$ cat config.mk
export PLATFORM = sky130hd
export DESIGN_NAME = period_meter
export DESIGN_NICKNAME = d
export VERILOG_FILES = /design/src/rtl/timing_pkg.sv /design/src/rtl/edge_toggle_detect.sv /design/src/rtl/period_meter.sv
export SDC_FILE = /design/constraint.sdc
export NUM_CORES = 1
export LEC_CHECK = 0
export ABC_AREA = 1
export CELL_PAD_IN_SITES_DETAIL_PLACEMENT = 2
export CELL_PAD_IN_SITES_GLOBAL_PLACEMENT = 2
export CORE_MARGIN = 2
export CORE_UTILIZATION = 31
export DETAILED_ROUTE_END_ITERATION = 6
export HOLD_SLACK_MARGIN = 0.1
export PLACE_DENSITY_LB_ADDON = 0.1
export SLEW_MARGIN = 20
export SYNTH_ARGS = -nofsm -noshare
export SYNTH_HDL_FRONTEND = slang
export SYNTH_SLANG_ARGS = --single-unit
$ cat constraint.sdc
create_clock -name clk -period 4.9 [get_ports clk]
set_input_delay 0.98 -clock clk [delete_from_list [all_inputs] [get_ports clk]]
set_output_delay 0.98 -clock clk [all_outputs]
set_load 0.02 [all_outputs]
$ cat src/rtl/timing_pkg.sv
// Shared timing definitions for the tick divider and period meter.
// Holds the common interval width and the meter state encoding.
package timing_pkg;

  localparam int TICK_WIDTH = 28;

  typedef enum logic {
    IDLE,
    MEASURE
  } meter_state_e;

endpackage

$ cat src/rtl/edge_toggle_detect.sv
// Turns each transition of a toggling input into a one-cycle tick.
// Ports: clk_i, reset_i (sync, high), en_i, toggle_i -> tick_o.
module edge_toggle_detect (
  input  logic clk_i,
  input  logic reset_i,
  input  logic en_i,
  input  logic toggle_i,
  output logic tick_o
);

  logic prev_q;

  // The history register samples every cycle, so a transition seen
  // while disabled is absorbed and never produces a tick later.
  always_ff @(posedge clk_i) begin
    if (reset_i) prev_q <= 1'b0;
    else         prev_q <= toggle_i;
  end

  assign tick_o = en_i & (toggle_i ^ prev_q);

endmodule

$ cat src/rtl/period_meter.sv
// Measures enabled-cycle spacing between transitions of toggleIn.
// Ports: clk, reset, en, toggleIn, timeoutLimit -> measured, valid, stable, timeout.
module period_meter
  import timing_pkg::*;
#(
  parameter int WIDTH = TICK_WIDTH
) (
  input  logic             clk,
  input  logic             reset,
  input  logic             en,
  input  logic             toggleIn,
  input  logic [WIDTH-1:0] timeoutLimit,
  output logic [WIDTH-1:0] measured,
  output logic             valid,
  output logic             stable,
  output logic             timeout
);

  meter_state_e     state_q;
  logic [WIDTH-1:0] cnt_q;
  logic [WIDTH-1:0] meas_q;
  logic             valid_q;
  logic             stable_q;
  logic             tout_q;

  logic             tick;
  logic [WIDTH:0]   cnt_p1;
  logic [WIDTH-1:0] cnt_sat;
  logic             lim_hit;

  edge_toggle_detect u_edge (
    .clk_i    (clk),
    .reset_i  (reset),
    .en_i     (en),
    .toggle_i (toggleIn),
    .tick_o   (tick)
  );

  // One extra bit so an all-ones count is seen as overflow and clamped.
  assign cnt_p1  = {1'b0, cnt_q} + {{WIDTH{1'b0}}, 1'b1};
  assign cnt_sat = cnt_p1[WIDTH] ? '1 : cnt_p1[WIDTH-1:0];
  assign lim_hit = (timeoutLimit != '0) &&
                   (cnt_p1 == {1'b0, timeoutLimit});

  always_ff @(posedge clk) begin
    if (reset) begin
      state_q  <= IDLE;
      cnt_q    <= '0;
      meas_q   <= '0;
      valid_q  <= 1'b0;
      stable_q <= 1'b0;
      tout_q   <= 1'b0;
    end else begin
      valid_q <= 1'b0;
      tout_q  <= 1'b0;
      unique case (state_q)
        IDLE: begin
          cnt_q <= '0;
          // First transition only arms; there is no reference edge yet.
          if (tick) state_q <= MEASURE;
        end
        MEASURE: begin
          if (tick) begin
            meas_q   <= cnt_sat;
            valid_q  <= 1'b1;
            stable_q <= (cnt_sat == meas_q);
            cnt_q    <= '0;
          end else if (en) begin
            if (lim_hit) begin
              tout_q   <= 1'b1;
              stable_q <= 1'b0;
              cnt_q    <= '0;
              state_q  <= IDLE;
            end else begin
              cnt_q <= cnt_sat;
            end
          end
        end
      endcase
    end
  end

  assign measured = meas_q;
  assign valid    = valid_q;
  assign stable   = stable_q;
  assign timeout  = tout_q;

endmodule

==> impl_metrics.json <==
{
  "status": "complete, no violations",
  "setup_viol": 0,
  "drt-initial-drc-count": 346,
  "worstSetupStartpointType": "input port",
  "setup_slack_ns": 1.48,
  "drive_gt1_frac": 0.0557,
  "viasPerCell": 5.28,
  "grt_max_degree": 59,
  "fin_crit_sh": 0.697,
  "clk_latency_ns": 0.33,
  "syn2layout_area_growth_pct": 23.9,
  "die_w_um": 126,
  "ys_ff_latch": 61,
  "port_buffers": 62,
  "worstPathArrival_ns": 3.65,
  "grt_pass1_vias": 5851,
  "setup_tns_ns": 0,
  "fillerInstances": 1859,
  "htreeDepth": 3,
  "ant_nets": 0,
  "cellLeakagePower_uw": 0.00248,
  "placed_cells": 1029,
  "cpMostUsedCell": "buf_4",
  "wl_per_cell_um": 19.3,
  "skew_ns": 0.00738,
  "timing.final.hold_violations": 0,
  "core_area_mm2": 0.0145,
  "pin_count": 63,
  "grt_pass1_wl_um": 32500,
  "critPathCaptureType": "flip-flop",
  "final_cell_mix": "277 x nand2_1, 104 x inv_1, 87 x nand3_1",
  "initial_core_util": 0.317,
  "clock_tree.root_cell": "clkbuf_16",
  "num-nets-final": 889,
  "rsz0062_at_grt": "false",
  "grt_usage": 0.261,
  "fin_area_mm2": 0.00568,
  "synth.net_count": 838,
  "crit_slowest_cell": "clkinv_1",
  "clock-sinks": 61,
  "drc": 0,
  "synth_warnings": 0,
  "drtPass1Iterations": 5,
  "antenna_found_initial": 0,
  "seq_area_frac_synth": 0.266,
  "post_cts_buffers": 0,
  "diodes": 0,
  "clk_pin_slew_worst_paths_ns": 0.05,
  "tritoncts": "yes",
  "max_freq_mhz": 293,
  "synthesis.area_mm2": 0.00458,
  "vdd.ir_drop.worst_uv": 205,
  "fin_crit_ns": 3.42,
  "max_stage_delay_ns": 0.59,
  "placed_cell_area_mm2": 0.00535,
  "numCtsBuffers": 9,
  "drv_slew": 0,
  "pre_cts_ws_ns": 1.17,
  "worstPathMaxFanout": 33,
  "synth_cell_types": 36,
  "final_common_cell": "nand2_1",
  "dieArea_mm2": 0.0158,
  "layout.cells.non_filler": 1045,
  "clock_path_buffers": 2,
  "critPathRequiredTime_ns": 5.14,
  "grt-ovfl-total": 0,
  "maxCapViolations": 0,
  "dp_hpwl_um": 16100,
  "critPathKind": "in2reg",
  "post_cts_resized": 0,
  "num_vias": 5519,
  "worstPathCellList": "clkdlybuf4s50_1 -> xor2_1 -> nand2_1 -> buf_4 -> nor2_2 -> buf_4 -> clkinv_1 -> nor2_1 -> buf_4 -> nand2_1 -> o31ai_1",
  "slew_headroom": 0.356,
  "drt_wl_total_um": 20100,
  "synthesis.instances": 805,
  "avgSynthCellArea_um2": 5.69,
  "final_util": 0.392,
  "placementRows": 44,
  "worstMarginPinSlew_ns": 0.964,
  "ctsHoldBuffers": 0,
  "die_h_um": 126,
  "power_density_mw_per_mm2": 241,
  "place.gp.congestion": 0.848,
  "hold_path_class": "reg2reg"
}
==> state kept, by name, indices dropped and copies added (netlist names) <==
register       flops
cnt_q             28
measured          28
stable             1
state_q            1
timeout            1
u_edge.prev_q      1
valid              1
==> metal layers <==
layer	vias to the layer above	GRT usage	share of wire
met1	2714	0.371	0.50
met5	-	0	0
met4	0	0.0477	0.0093
met2	93	0.431	0.47
met3	14	0.0295	0.025
li1	2698	-	-
==> metrics by stage <==
stage / hold WS (ns) / power (µW)
2_1_floorplan: 0.467 / 608
3_3_place_gp: 0.487 / 675
3_5_place_dp: 0.507 / 681
4_1_cts: 0.518 / 1380
5_1_grt: 0.541 / 1420
6_report: 0.510 / 1370
==> path summary, 6_finish.rpt <==
check               from           to  slack [ns]  cells past startpoint
max             toggleIn  measured[3]        1.48                     11
min          measured[0]  measured[0]        0.51                      2
max reg2reg     cnt_q[0]       stable        1.53                     16
min reg2reg  measured[0]  measured[0]        0.51                      2
==> synthesized netlist by cell type <==
cell,number,share of area
nor2_1,75,0.061
o21ai_1,2,0.0022
nand3_2,1,0.0022
o21a_1,1,0.0016
nand2_1,277,0.23
buf_1,2,0.0016
buf_2,8,0.0087
xnor2_1,3,0.0057
a21oi_1,44,0.048
nor2_4,4,0.0098
o21ai_2,1,0.0019
o21bai_1,1,0.0016
clkinv_1,2,0.0016
ha_1,1,0.0027
buf_6,1,0.0025
inv_1,104,0.085
o211ai_1,1,0.0016
nand3_1,87,0.095
nor4_1,1,0.0014
o31ai_1,14,0.023
nor3_1,4,0.0044
inv_2,3,0.0025
o21ai_0,17,0.019
a31oi_1,2,0.0027
xnor3_1,1,0.0049
and2_1,1,0.0014
or2_2,1,0.0014
dfxtp_1,61,0.27
nor3_2,1,0.0022
nand4_1,38,0.052
xor2_1,4,0.0076
nor2_2,7,0.0096
nand2_2,9,0.012
nand3b_1,9,0.015
clkbuf_1,16,0.013
a211oi_1,1,0.0016
==> cell type report <==
class | count | area [µm²] | area share
multi-input combinational | 608 | 2830 | 0.499
clock inverter | 4 | 70.1 | 0.0123
clock buffer | 12 | 256 | 0.0452
sequential | 61 | 1220 | 0.215
inverter | 109 | 409 | 0.0721
tap | 184 | 230 | 0.0406
timing repair buffer | 67 | 656 | 0.115
==> where the power goes <==
part	switching (µW)	internal, µW
Clock	226	471
Sequential	8.31	505
Combinational	94.9	63.1
Total	329	1040
==> cells by family (layout without fill, tap and decap cells) <==
kind of cell               Yosys count  count (layout)  synth area share
and+or+nand+nor                    515             515             0.494
xor gates and xnor gates             8               8            0.0183
AOI/OAI and AO/OA                   84              84             0.103
buffers and inverters              136             192             0.115
DFF                                 61              61             0.266
adders and majority gates            1               1           0.00273
==> critical path, delay by kind of cell <==
| kind | cells | cell delay, ns |
|---|---|---|
| buf+inv | 5 | 1.83 |
| xor+xnor | 1 | 0.15 |
| simple gates | 4 | 0.60 |
| compound gates | 1 | 0.07 |
(Power assumes the default switching activity.)
